<file path="config.mk">
export PLATFORM = sky130hd
export DESIGN_NAME = psum_drain_buffer_flat
export DESIGN_NICKNAME = d
export VERILOG_FILES = /design/src/rtl/psum_drain_buffer_pkg.sv /design/src/rtl/psum_drain_buffer_if.sv /design/src/rtl/psum_row_bank.sv /design/src/rtl/psum_drain_buffer.sv /design/src/flat_wrapper.sv
export SDC_FILE = /design/constraint.sdc
export NUM_CORES = 1
export LEC_CHECK = 0
export BUFFER_PORTS_ARGS = -buffer_cell sky130_fd_sc_hd__clkbuf_2
export CAP_MARGIN = 20
export CORE_UTILIZATION = 45
export CTS_CLUSTER_DIAMETER = 150
export CTS_CLUSTER_SIZE = 25
export DETAILED_ROUTE_END_ITERATION = 6
export PLACE_DENSITY = 0.68
export SKIP_LAST_GASP = 1
export SYNTH_ARGS = -nofsm -noshare
export SYNTH_HDL_FRONTEND = slang
export SYNTH_HIERARCHICAL = 1
export SYNTH_SLANG_ARGS = --single-unit
</file>
<file path="constraint.sdc">
create_clock -name CLK -period 10.75 [get_ports CLK]
set_clock_uncertainty 0.2 [all_clocks]
set_input_delay 0.5375 -clock CLK [delete_from_list [all_inputs] [get_ports CLK]]
set_output_delay 0.5375 -clock CLK [all_outputs]
set_load 0.01 [all_outputs]
</file>
<file path="src/rtl/psum_drain_buffer_pkg.sv">
// Shared tensor-core types for the partial-sum drain path.
//   SA_N / SA_DW : default systolic array dimension and element width
//   buf_state_t  : life cycle of one reassembly bank
//   rd_state_t   : read-side FSM state, exported for observation
//   row_t        : one array output row at the default geometry
//   buf_writable : true while a bank can still accept rows
package psum_drain_buffer_pkg;

    localparam int SA_N  = 4;
    localparam int SA_DW = 16;

    typedef enum logic [1:0] {
        EMPTY    = 2'd0,
        FILLING  = 2'd1,
        FULL     = 2'd2,
        DRAINING = 2'd3
    } buf_state_t;

    typedef enum logic {
        RD_IDLE   = 1'b0,
        RD_STREAM = 1'b1
    } rd_state_t;

    typedef logic [SA_N*SA_DW-1:0] row_t;

    function automatic logic buf_writable(input buf_state_t s);
        return (s == EMPTY) || (s == FILLING);
    endfunction

endpackage

</file>
<file path="src/rtl/psum_drain_buffer_if.sv">
// Row-level bus between the systolic array, the drain buffer and the
// scratchpad writeback path.
//   in_en/in_row/in_data : array output row; accepted when in_en && has_space
//   has_space            : buffer can take a row this cycle
//   out_valid/out_ready  : writeback handshake. A row transfers on a rising
//                          edge where out_valid && out_ready. Once out_valid
//                          rises, out_row/out_data/out_last hold steady until
//                          that transfer; out_valid never drops without one.
//   out_row/out_data     : emitted row index and data, element 0 in LSBs
//   out_last             : emitted row is the final row of its matrix
// Modports: slave = drain buffer, master = the environment driving it.
interface psum_drain_buffer_if
    import psum_drain_buffer_pkg::*;
#(
    parameter int N  = SA_N,
    parameter int DW = SA_DW
);

    localparam int RW = (N > 1) ? $clog2(N) : 1;

    logic          in_en;
    logic [RW-1:0] in_row;
    logic [N*DW-1:0] in_data;
    logic          has_space;
    logic          out_valid;
    logic          out_ready;
    logic [RW-1:0] out_row;
    logic [N*DW-1:0] out_data;
    logic          out_last;

    modport slave (
        input  in_en, in_row, in_data, out_ready,
        output has_space, out_valid, out_row, out_data, out_last
    );

    modport master (
        output in_en, in_row, in_data, out_ready,
        input  has_space, out_valid, out_row, out_data, out_last
    );

endinterface

</file>
<file path="src/rtl/psum_row_bank.sv">
// One reassembly bank: N rows of storage, a row-arrival mask and the bank
// life-cycle state.
//   CLK, RST        : clock, synchronous active-high reset (state and mask only)
//   wr_en_i         : write strobe for row wr_row_i with wr_data_i
//   drain_start_i   : read side has claimed this FULL bank
//   drain_done_i    : read side emitted the last row of this bank
//   rd_row_i        : row to present on rd_data_o
//   state_o         : current bank state
//   dup_o           : current write hits a row already present (write dropped)
//   complete_o      : current write fills the last missing row
module psum_row_bank
    import psum_drain_buffer_pkg::*;
#(
    parameter int N  = SA_N,
    parameter int DW = SA_DW,
    parameter int RW = (N > 1) ? $clog2(N) : 1
) (
    input  logic            CLK,
    input  logic            RST,
    input  logic            wr_en_i,
    input  logic [RW-1:0]   wr_row_i,
    input  logic [N*DW-1:0] wr_data_i,
    input  logic            drain_start_i,
    input  logic            drain_done_i,
    input  logic [RW-1:0]   rd_row_i,
    output logic [N*DW-1:0] rd_data_o,
    output buf_state_t      state_o,
    output logic            dup_o,
    output logic            complete_o
);

    buf_state_t      state_q, state_d;
    logic [N-1:0]    mask_q, mask_d;
    logic [N-1:0]    row_oh;
    logic            wr_ok;
    logic [N*DW-1:0] mem_q [N];

    always_comb begin
        row_oh           = '0;
        row_oh[wr_row_i] = 1'b1;

        dup_o      = wr_en_i && buf_writable(state_q) && mask_q[wr_row_i];
        wr_ok      = wr_en_i && buf_writable(state_q) && !mask_q[wr_row_i];
        complete_o = wr_ok && ((mask_q | row_oh) == '1);

        state_d = state_q;
        mask_d  = mask_q;

        if (wr_ok) begin
            if (complete_o) begin
                // Mask is cleared as the bank seals so it is ready for reuse.
                state_d = FULL;
                mask_d  = '0;
            end else begin
                state_d = FILLING;
                mask_d  = mask_q | row_oh;
            end
        end

        if (drain_start_i && (state_q == FULL)) begin
            state_d = DRAINING;
        end

        if (drain_done_i && (state_q == DRAINING)) begin
            state_d = EMPTY;
        end
    end

    always_ff @(posedge CLK) begin
        if (RST) begin
            state_q <= EMPTY;
            mask_q  <= '0;
        end else begin
            state_q <= state_d;
            mask_q  <= mask_d;
        end
    end

    // Row storage carries no reset; the mask and state decide what is valid.
    always_ff @(posedge CLK) begin
        if (wr_ok) begin
            mem_q[wr_row_i] <= wr_data_i;
        end
    end

    assign rd_data_o = mem_q[rd_row_i];
    assign state_o   = state_q;

endmodule

</file>
<file path="src/rtl/psum_drain_buffer.sv">
// Partial-sum drain buffer. Collects array output rows (any order) into two
// ping-pong banks and streams each completed N x N matrix in row order.
//   CLK, RST   : clock, synchronous active-high reset
//   bus        : row input, back-pressure and writeback handshake (slave side)
//   drained    : both banks EMPTY and read FSM idle
//   err_dup    : sticky, a row index repeated within one matrix
//   err_ovf    : sticky, a row offered while has_space was low
//   rd_state_o : read FSM state
module psum_drain_buffer
    import psum_drain_buffer_pkg::*;
#(
    parameter int N  = SA_N,
    parameter int DW = SA_DW
) (
    input  logic                CLK,
    input  logic                RST,
    psum_drain_buffer_if.slave  bus,
    output logic                drained,
    output logic                err_dup,
    output logic                err_ovf,
    output rd_state_t           rd_state_o
);

    localparam int RW = (N > 1) ? $clog2(N) : 1;

    logic          wr_sel_q;
    logic          rd_sel_q;
    rd_state_t     rd_state_q;
    logic          out_valid_q;
    logic [RW-1:0] out_row_q;
    logic          out_last_q;
    logic          err_dup_q;
    logic          err_ovf_q;

    buf_state_t      bank_state    [2];
    logic            bank_dup      [2];
    logic            bank_complete [2];
    logic [N*DW-1:0] bank_rd_data  [2];

    logic          has_space_w;
    logic          wr_fire;
    logic          wr_dup;
    logic          wr_complete;
    logic          drain_start;
    logic          drain_done;
    logic [RW-1:0] nxt_row;

    for (genvar b = 0; b < 2; b++) begin : g_bank
        psum_row_bank #(
            .N  (N),
            .DW (DW),
            .RW (RW)
        ) u_bank (
            .CLK           (CLK),
            .RST           (RST),
            .wr_en_i       (wr_fire && (wr_sel_q == 1'(b))),
            .wr_row_i      (bus.in_row),
            .wr_data_i     (bus.in_data),
            .drain_start_i (drain_start && (rd_sel_q == 1'(b))),
            .drain_done_i  (drain_done && (rd_sel_q == 1'(b))),
            .rd_row_i      (out_row_q),
            .rd_data_o     (bank_rd_data[b]),
            .state_o       (bank_state[b]),
            .dup_o         (bank_dup[b]),
            .complete_o    (bank_complete[b])
        );
    end

    always_comb begin
        has_space_w = buf_writable(bank_state[wr_sel_q]);
        wr_fire     = bus.in_en && has_space_w;
        wr_dup      = bank_dup[wr_sel_q];
        wr_complete = bank_complete[wr_sel_q];
        drain_start = (rd_state_q == RD_IDLE) && (bank_state[rd_sel_q] == FULL);
        // out_valid is always high in STREAM, so ready alone completes a beat.
        drain_done  = (rd_state_q == RD_STREAM) && bus.out_ready && out_last_q;
        nxt_row     = out_row_q + RW'(1);
    end

    always_ff @(posedge CLK) begin
        if (RST) begin
            wr_sel_q    <= 1'b0;
            rd_sel_q    <= 1'b0;
            rd_state_q  <= RD_IDLE;
            out_valid_q <= 1'b0;
            out_row_q   <= '0;
            out_last_q  <= 1'b0;
            err_dup_q   <= 1'b0;
            err_ovf_q   <= 1'b0;
        end else begin
            if (wr_complete) begin
                wr_sel_q <= ~wr_sel_q;
            end
            if (wr_dup) begin
                err_dup_q <= 1'b1;
            end
            if (bus.in_en && !has_space_w) begin
                err_ovf_q <= 1'b1;
            end

            case (rd_state_q)
                RD_IDLE: begin
                    if (drain_start) begin
                        rd_state_q  <= RD_STREAM;
                        out_valid_q <= 1'b1;
                        out_row_q   <= '0;
                        out_last_q  <= (N == 1);
                    end
                end
                RD_STREAM: begin
                    if (bus.out_ready) begin
                        if (out_last_q) begin
                            // Always pass through IDLE: one bubble between matrices.
                            rd_state_q  <= RD_IDLE;
                            rd_sel_q    <= ~rd_sel_q;
                            out_valid_q <= 1'b0;
                            out_row_q   <= '0;
                            out_last_q  <= 1'b0;
                        end else begin
                            out_row_q  <= nxt_row;
                            out_last_q <= (nxt_row == RW'(N - 1));
                        end
                    end
                end
                default: rd_state_q <= RD_IDLE;
            endcase
        end
    end

    // The draining bank is never written, so its row mux is stable while held.
    assign bus.out_data  = out_valid_q ? bank_rd_data[rd_sel_q] : '0;
    assign bus.out_valid = out_valid_q;
    assign bus.out_row   = out_row_q;
    assign bus.out_last  = out_last_q;
    assign bus.has_space = has_space_w;

    assign drained    = (bank_state[0] == EMPTY) && (bank_state[1] == EMPTY) &&
                        (rd_state_q == RD_IDLE);
    assign err_dup    = err_dup_q;
    assign err_ovf    = err_ovf_q;
    assign rd_state_o = rd_state_q;

endmodule
</file>
<file path="src/flat_wrapper.sv">
// flat-port wrapper written by rule: the top's interface ports become plain ports
module psum_drain_buffer_flat import psum_drain_buffer_pkg::*;
#(
    parameter int N  = SA_N,
    parameter int DW = SA_DW
)
  (CLK, RST, drained, err_dup, err_ovf, rd_state_o, bus_in_en, bus_in_row, bus_in_data, bus_out_ready, bus_has_space, bus_out_valid, bus_out_row, bus_out_data, bus_out_last);
  psum_drain_buffer_if #(.N(N), .DW(DW)) bus_i ();
  input  logic CLK;
  input  logic RST;
  output logic drained;
  output logic err_dup;
  output logic err_ovf;
  output rd_state_t rd_state_o;
  input wire logic [$bits(bus_i.in_en)-1:0] bus_in_en;
  input wire logic [$bits(bus_i.in_row)-1:0] bus_in_row;
  input wire logic [$bits(bus_i.in_data)-1:0] bus_in_data;
  input wire logic [$bits(bus_i.out_ready)-1:0] bus_out_ready;
  output wire logic [$bits(bus_i.has_space)-1:0] bus_has_space;
  output wire logic [$bits(bus_i.out_valid)-1:0] bus_out_valid;
  output wire logic [$bits(bus_i.out_row)-1:0] bus_out_row;
  output wire logic [$bits(bus_i.out_data)-1:0] bus_out_data;
  output wire logic [$bits(bus_i.out_last)-1:0] bus_out_last;
  assign bus_i.in_en = bus_in_en;
  assign bus_i.in_row = bus_in_row;
  assign bus_i.in_data = bus_in_data;
  assign bus_i.out_ready = bus_out_ready;
  assign bus_has_space = bus_i.has_space;
  assign bus_out_valid = bus_i.out_valid;
  assign bus_out_row = bus_i.out_row;
  assign bus_out_data = bus_i.out_data;
  assign bus_out_last = bus_i.out_last;
  psum_drain_buffer #(.N(N), .DW(DW)) u_core (.CLK(CLK), .RST(RST), .bus(bus_i), .drained(drained), .err_dup(err_dup), .err_ovf(err_ovf), .rd_state_o(rd_state_o));
endmodule
</file>
==> results of run 1 <==
-- cell families after synthesis --
| group | count (synthesis) | share of synthesized area (%) |
|---|---|---|
| xor gates and xnor gates | 1 | 0.0421 |
| AOI/OAI and AO/OA | 35 | 1.30 |
| DFF | 533 | 75.9 |
| adders and majority gates | 1 | 0.0601 |
| buffers and inverters | 54 | 1.25 |
| and+or+nand+nor | 135 | 4.12 |
| muxes | 199 | 17.3 |
-- worst min-delay path by stage --
stage                                                     end  slack, ns  cells after the start
5_1_grt         u_core/g_bank[1].u_bank/mem_q[2][1]$_DFFE_PP_       0.04                      1
2_1_floorplan                     u_core/err_dup$_SDFFE_PP0P_       0.31                      2
3_3_place_gp                      u_core/err_dup$_SDFFE_PP0P_       0.26                      2
4_1_cts        u_core/g_bank[0].u_bank/mem_q[0][44]$_DFFE_PP_       0.02                      1
6_report       u_core/g_bank[1].u_bank/mem_q[2][30]$_DFFE_PP_       0.05                      1
3_5_place_dp                      u_core/err_dup$_SDFFE_PP0P_       0.29                      2
-- per-stage QoR --
| stage | area [um^2] | util, % | worst slack, ns |
|---|---|---|---|
| floorplan | 20800 | - | 3.98 |
| global placement | 22300 | 48.9 | 6.08 |
| detailed placement | 22300 | 48.9 | 6.07 |
| CTS | 22900 | 50.4 | 5.44 |
| global route | 22900 | 50.4 | 5.22 |
| finish | 22900 | 50.4 | 5.67 |
-- area by class of cell --
| type | instances | area, um^2 |
|---|---|---|
| inverter | 5 | 18.8 |
| multi-input combinational | 371 | 4800 |
| antenna | 1 | 2.50 |
| sequential | 533 | 15800 |
| timing repair buffer | 164 | 876 |
| fill | 3721 | 22500 |
| tap | 600 | 751 |
| clock buffer | 34 | 659 |
| clock inverter | 1 | 20.0 |
-- state kept, by name, indices dropped and copies added (netlist names) --
name,cells
u_core/wr_sel_q,1
u_core/rd_state_o,1
u_core/err_ovf,1
u_core/bus.out_last,1
u_core/rd_sel_q,1
u_core/g_bank.u_bank/mem_q,512
u_core/bus.out_row,2
u_core/g_bank.u_bank/state_o,4
u_core/g_bank.u_bank/mask_q,8
u_core/bus.out_valid,1
u_core/err_dup,1
-- placed cells by master, fill, tap and decap left out, types with 6 or more instances in the layout --
master and n:
a21oi_1 10, and3b_1 6, buf_4 22, clkbuf_1 9, clkbuf_16 25, clkbuf_2 142
dfxtp_1 17, edfxtp_1 512, mux2i_1 67, mux4_2 128, nand2_1 10, nor2_1 10
nor2b_1 66, nor3b_1 6, o221a_2 6
-- routing by layer --
metal / vias to the layer above / routed length, um
li1: 4217 / -
met1: 5094 / 18700
met2: 219 / 19800
met3: 42 / 2360
met4: 6 / 510
met5: - / 40
-- power by group through the flow --
stage / sequential (uW) / combinational, uW / clock, uW
2_1_floorplan: 2360 / 33.6 / 0
3_3_place_gp: 2360 / 82.2 / 0
3_5_place_dp: 2360 / 86.3 / 0
4_1_cts: 2310 / 86.1 / 1070
5_1_grt: 2320 / 92.7 / 1130
6_report: 2310 / 84.1 / 1040
-- critical path, stage by stage (launching register included) --
cell and delay [ns]:
dfxtp_4 1.02, buf_4 0.72, buf_4 0.84, mux4_2 0.61, mux2i_1 0.19, nor2b_1 0.10
clkbuf_2 0.14
==> impl_metrics.toml, run 1 <==
[synthesis]
yosys-top-cells-count = "edfxtp_1 (512), mux4_2 (128), mux2i_1 (67)"
synth_edf_count = 512
yosysTopAreaCell = "edfxtp_1"
synth.distinct_cells = 45
syn_area_um2 = 20800
yosysTopAreaCellShare_pct = 73.9
ys_seq_area_share_pct = 75.9
ys.flop_type = "edfxtp_1"
synth.avg_cell_area_um2 = 21.7
yosys-top-cells-area = "edfxtp_1 (74%), mux4_2 (14%), mux2i_1 (3.2%), dfxtp_1 (2.0%), nor2b_1 (2.0%)"
synth_seq_cells = 533
async_flop_share_pct = 0
yosysMostFrequentCell = "edfxtp_1"
synth_fp_nets = 1029
ys_warn_count = 6
syn_inst = 958

[setup_path]
regToRegStartpoint = "u_core/g_bank[0].u_bank/state_o[1]$_SDFFE_PP0P_"
crit_fanout = 50
critPathLaunch = "u_core/bus.out_row[0]$_SDFFE_PP0P_"
reg2regPathDepth = 5
worstSetupPathType = "reg2out"
timing.rr.end = "u_core/g_bank[0].u_bank/mem_q[2][57]$_DFFE_PP_"
start_kind = "flop"
cp.arrival_ns = 4.34
required_ns = 10.01
cp-endpoint = "bus_out_data[4]"
reg2reg_slack_ns = 7.45
cp-end-kind = "output pin"

[pwr]
pwr-share-seq_pct = 67.4
netSwitchingFraction_pct = 19.4
total_power_uw = 3430
switching_power_uw = 668
vdd_drop_max_mv = 0.103
power.density_nw_per_um2 = 150
p_int_uw = 2770
p_clk_share_pct = 30.2
total_leakage_power_uw = 0.00709
combPwrFrac_pct = 2.4

[timing]
period_needed_ns = 5.08
setup_viol = 0
tns_ns = 0
fmax_mhz = 197
drv_slew = 0
rsz0062_at_grt = "no"
min_period_over_period_pct = 47.2
tightest_slew_ns = 1.01
slew_headroom_pct = 32.5
holdWs_ns = 0.0486
hold_violations = 0

[clock_tree]
cts_resized = 0
clk_pin_slew_ns = 0.10
cts_root_buf = "clkbuf_16"
htreeDepth = 1
insertion_delay_ns = 0.56
cts_tree = "yes"
post-cts-setup-buffer-count = 0
cts_hold_buf = 0
cts_buffers = 25
cts.path.max_buffers = 3
cts_sinks = 533

[detailed_routing]
drc_errors = 0
initialDrtViolationCount = 536
antenna_left = 0
vias_per_cell = 5.60
dr.pass1.iters = 5
routed_wirelength_um = 41400
num_vias = 9578
wire_per_inst_um = 24.2

[placed_design]
dp.cells = 1673
portBuffers = 142
hpwl_um = 22800
gp_congestion = 0.746

[global_routing]
grt_util_met2_pct = 28.7
grtUsageMet1_pct = 25.5
grt_antenna_before_repair = 5
overflow = 0
grt_pass1_wl_um = 62000
grt_pass1_vias = 9806
grt_use_met3_pct = 2.82
grt.total_usage_pct = 17.6
grt_max_degree = 56
grt.busiest_layer = "met2"

[floorplan]
num_rows = 78
core_um2 = 45500
ios = 143
die_h_um = 217
start_util_pct = 45.8
die_area_um2 = 47100
die_x_um = 217

[worst_hold_path]
min_path_type = "in2reg"
min_from = "bus_in_data[30]"

[finish]
layout.nets = 1171
drive_gt1_share_pct = 31.2
syn_to_final_growth_pct = 10.2
layout.cells.non_filler = 1709

[run]
maxCapViolCount = 0

[run_status]
status = "finished, final reports clean"
Power figures use the tool's default switching activity.
==> run 2, diff against run 1 <==
clock period = 5.19 ns   (was 10.75 ns; I/O delays follow)
==> impl_metrics.toml, run 2 (same netlist as run 1, synthesis figures left out) <==
[timing]
tightest_slew_ns = 1.02
setup_viol = 0
period_needed_ns = 3.48
fmax_mhz = 287
drv_slew = 0
holdWs_ns = 0.191
hold_violations = 0
rsz0062_at_grt = "no"
min_period_over_period_pct = 67.1
slew_headroom_pct = 31.8
tns_ns = 0

[placed_design]
dpl_cell_area_um2 = 22300
gp_congestion = 0.738
hpwl_um = 23700
portBuffers = 142

[pwr]
total_leakage_power_uw = 0.00739
vdd_drop_max_mv = 0.222
power.density_nw_per_um2 = 301

[finish]
top_register = "u_core/g_bank.u_bank/mem_q"
syn_to_final_growth_pct = 13.9
final_cell_mix = "edfxtp_1 (512), clkbuf_2 (142), mux4_2 (128)"
final_area_um2 = 23700
drive_gt1_share_pct = 29.5
layout.nets = 1241
final_common_cell = "edfxtp_1"
largest_reg_flops = 512

[detailed_routing]
dr.pass1.iters = 5
wire_per_inst_um = 23.3
num_vias = 10006
drc_errors = 0
vias_per_cell = 5.62
antenna_left = 0
initialDrtViolationCount = 815
routed_wirelength_um = 41400

[clock_tree]
clk_pin_slew_ns = 0.10
cts_root_buf = "clkbuf_16"
cts_buffers = 25
cts_tree = "yes"
insertion_delay_ns = 0.56
htreeDepth = 1
cts_sinks = 533
cts.path.max_buffers = 3
cts_resized = 0

[setup_path]
regToRegStartpoint = "u_core/g_bank[1].u_bank/state_o[1]$_SDFFE_PP0P_"
crit_chain = "buf_4, mux4_2, mux2i_1, nor2b_1, clkbuf_2"
required_ns = 4.73
crit_fanout = 40
reg2regPathDepth = 5
reg2reg_slack_ns = 2.24
start_kind = "flop"
timing.rr.end = "u_core/g_bank[1].u_bank/mem_q[0][21]$_DFFE_PP_"
cp-end-kind = "output pin"
cp_num_buf_inv = 2
worstSetupPathType = "reg2out"
path_depth = 5
critPathLaunch = "u_core/bus.out_row[0]$_SDFFE_PP0P_"
critPathSlowestCell = "dfxtp_4"
cp.arrival_ns = 3.02
max_stage_delay_ns = 0.87
crit_family = "flip-flops"
cp-endpoint = "bus_out_data[12]"

[floorplan]
ios = 143
die_x_um = 217
die_area_um2 = 47100
core_um2 = 45500
num_rows = 78
start_util_pct = 45.8
die_h_um = 217

[global_routing]
grt_antenna_before_repair = 5
grt_max_degree = 66
grt.total_usage_pct = 17.9
overflow = 0
grt_pass1_vias = 10418
grt_pass1_wl_um = 63500

[worst_hold_path]
min_path_type = "in2reg"

[run_status]
status = "finished, final reports clean"

[run]
maxCapViolCount = 0
[run 2: metal layers]
layer	GRT usage [%]	share of wire (%)	vias up
met1	26.0	45	5314
met2	28.9	48	254
met5	0	0.063	-
met4	4.15	1.9	4
li1	-	-	4377
met3	2.39	5.1	57
[run 2: worst min-delay path by stage]
| stage | from | end | slack, ns | depth (start not counted) |
|---|---|---|---|---|
| finish | bus_in_row[0] | u_core/g_bank[0].u_bank/state_o[1]$_SDFFE_PP0P_ | 0.19 | 3 |
| detailed placement | u_core/err_dup$_SDFFE_PP0P_ | u_core/err_dup$_SDFFE_PP0P_ | 0.27 | 2 |
| CTS | bus_in_row[0] | u_core/g_bank[0].u_bank/state_o[1]$_SDFFE_PP0P_ | 0.16 | 3 |
| global placement | u_core/err_ovf$_SDFFE_PP0P_ | u_core/err_ovf$_SDFFE_PP0P_ | 0.27 | 1 |
| floorplan | RST | u_core/g_bank[0].u_bank/mask_q[2]$_SDFFE_PP0P_ | 0.14 | 1 |
| global route | bus_in_row[0] | u_core/g_bank[0].u_bank/state_o[1]$_SDFFE_PP0P_ | 0.27 | 3 |
[run 2: area by class of cell]
cell class                 instances  area, um^2
fill                            3639       21800
sequential                       533       15800
multi-input combinational        371        4840
timing repair buffer             234        1610
tap                              600         751
clock buffer                      34         659
clock inverter                     1        20.0
inverter                           5        18.8
antenna                            3        7.51
[run 2: repair_timing]
| action | in CTS | in global routing |
|---|---|---|
| hold endpoints to repair | 523 | 0 |
| buffers inserted | 0 | 0 |
| hold buffers | 68 | 0 |
[run 2: report_power, final]
part           leakage, uW  internal, uW  total (uW)  switching (uW)
clock network     0.000329           900        2130            1230
registers          0.00482          4780        4790            17.7
logic              0.00225          87.7         220             132
total              0.00739          5760        7140            1380
[run 2: metrics by stage]
stage	total power, uW	std cells	utilization, %	setup WS, ns
2_1_floorplan	4960	958	-	0.810
3_3_place_gp	5060	1675	49.1	2.23
3_5_place_dp	5070	1675	49.1	2.22
4_1_cts	7210	1778	52.1	1.58
5_1_grt	7370	1780	52.1	1.44
6_report	7140	1781	52.1	1.71
[run 2: worst register-to-register path, stage by stage, from the launching register on]
cell	delay [ns]
dfxtp_1	0.42
and3b_1	0.31
or3b_4	0.44
nor3_4	0.12
buf_4	0.47
buf_4	0.62
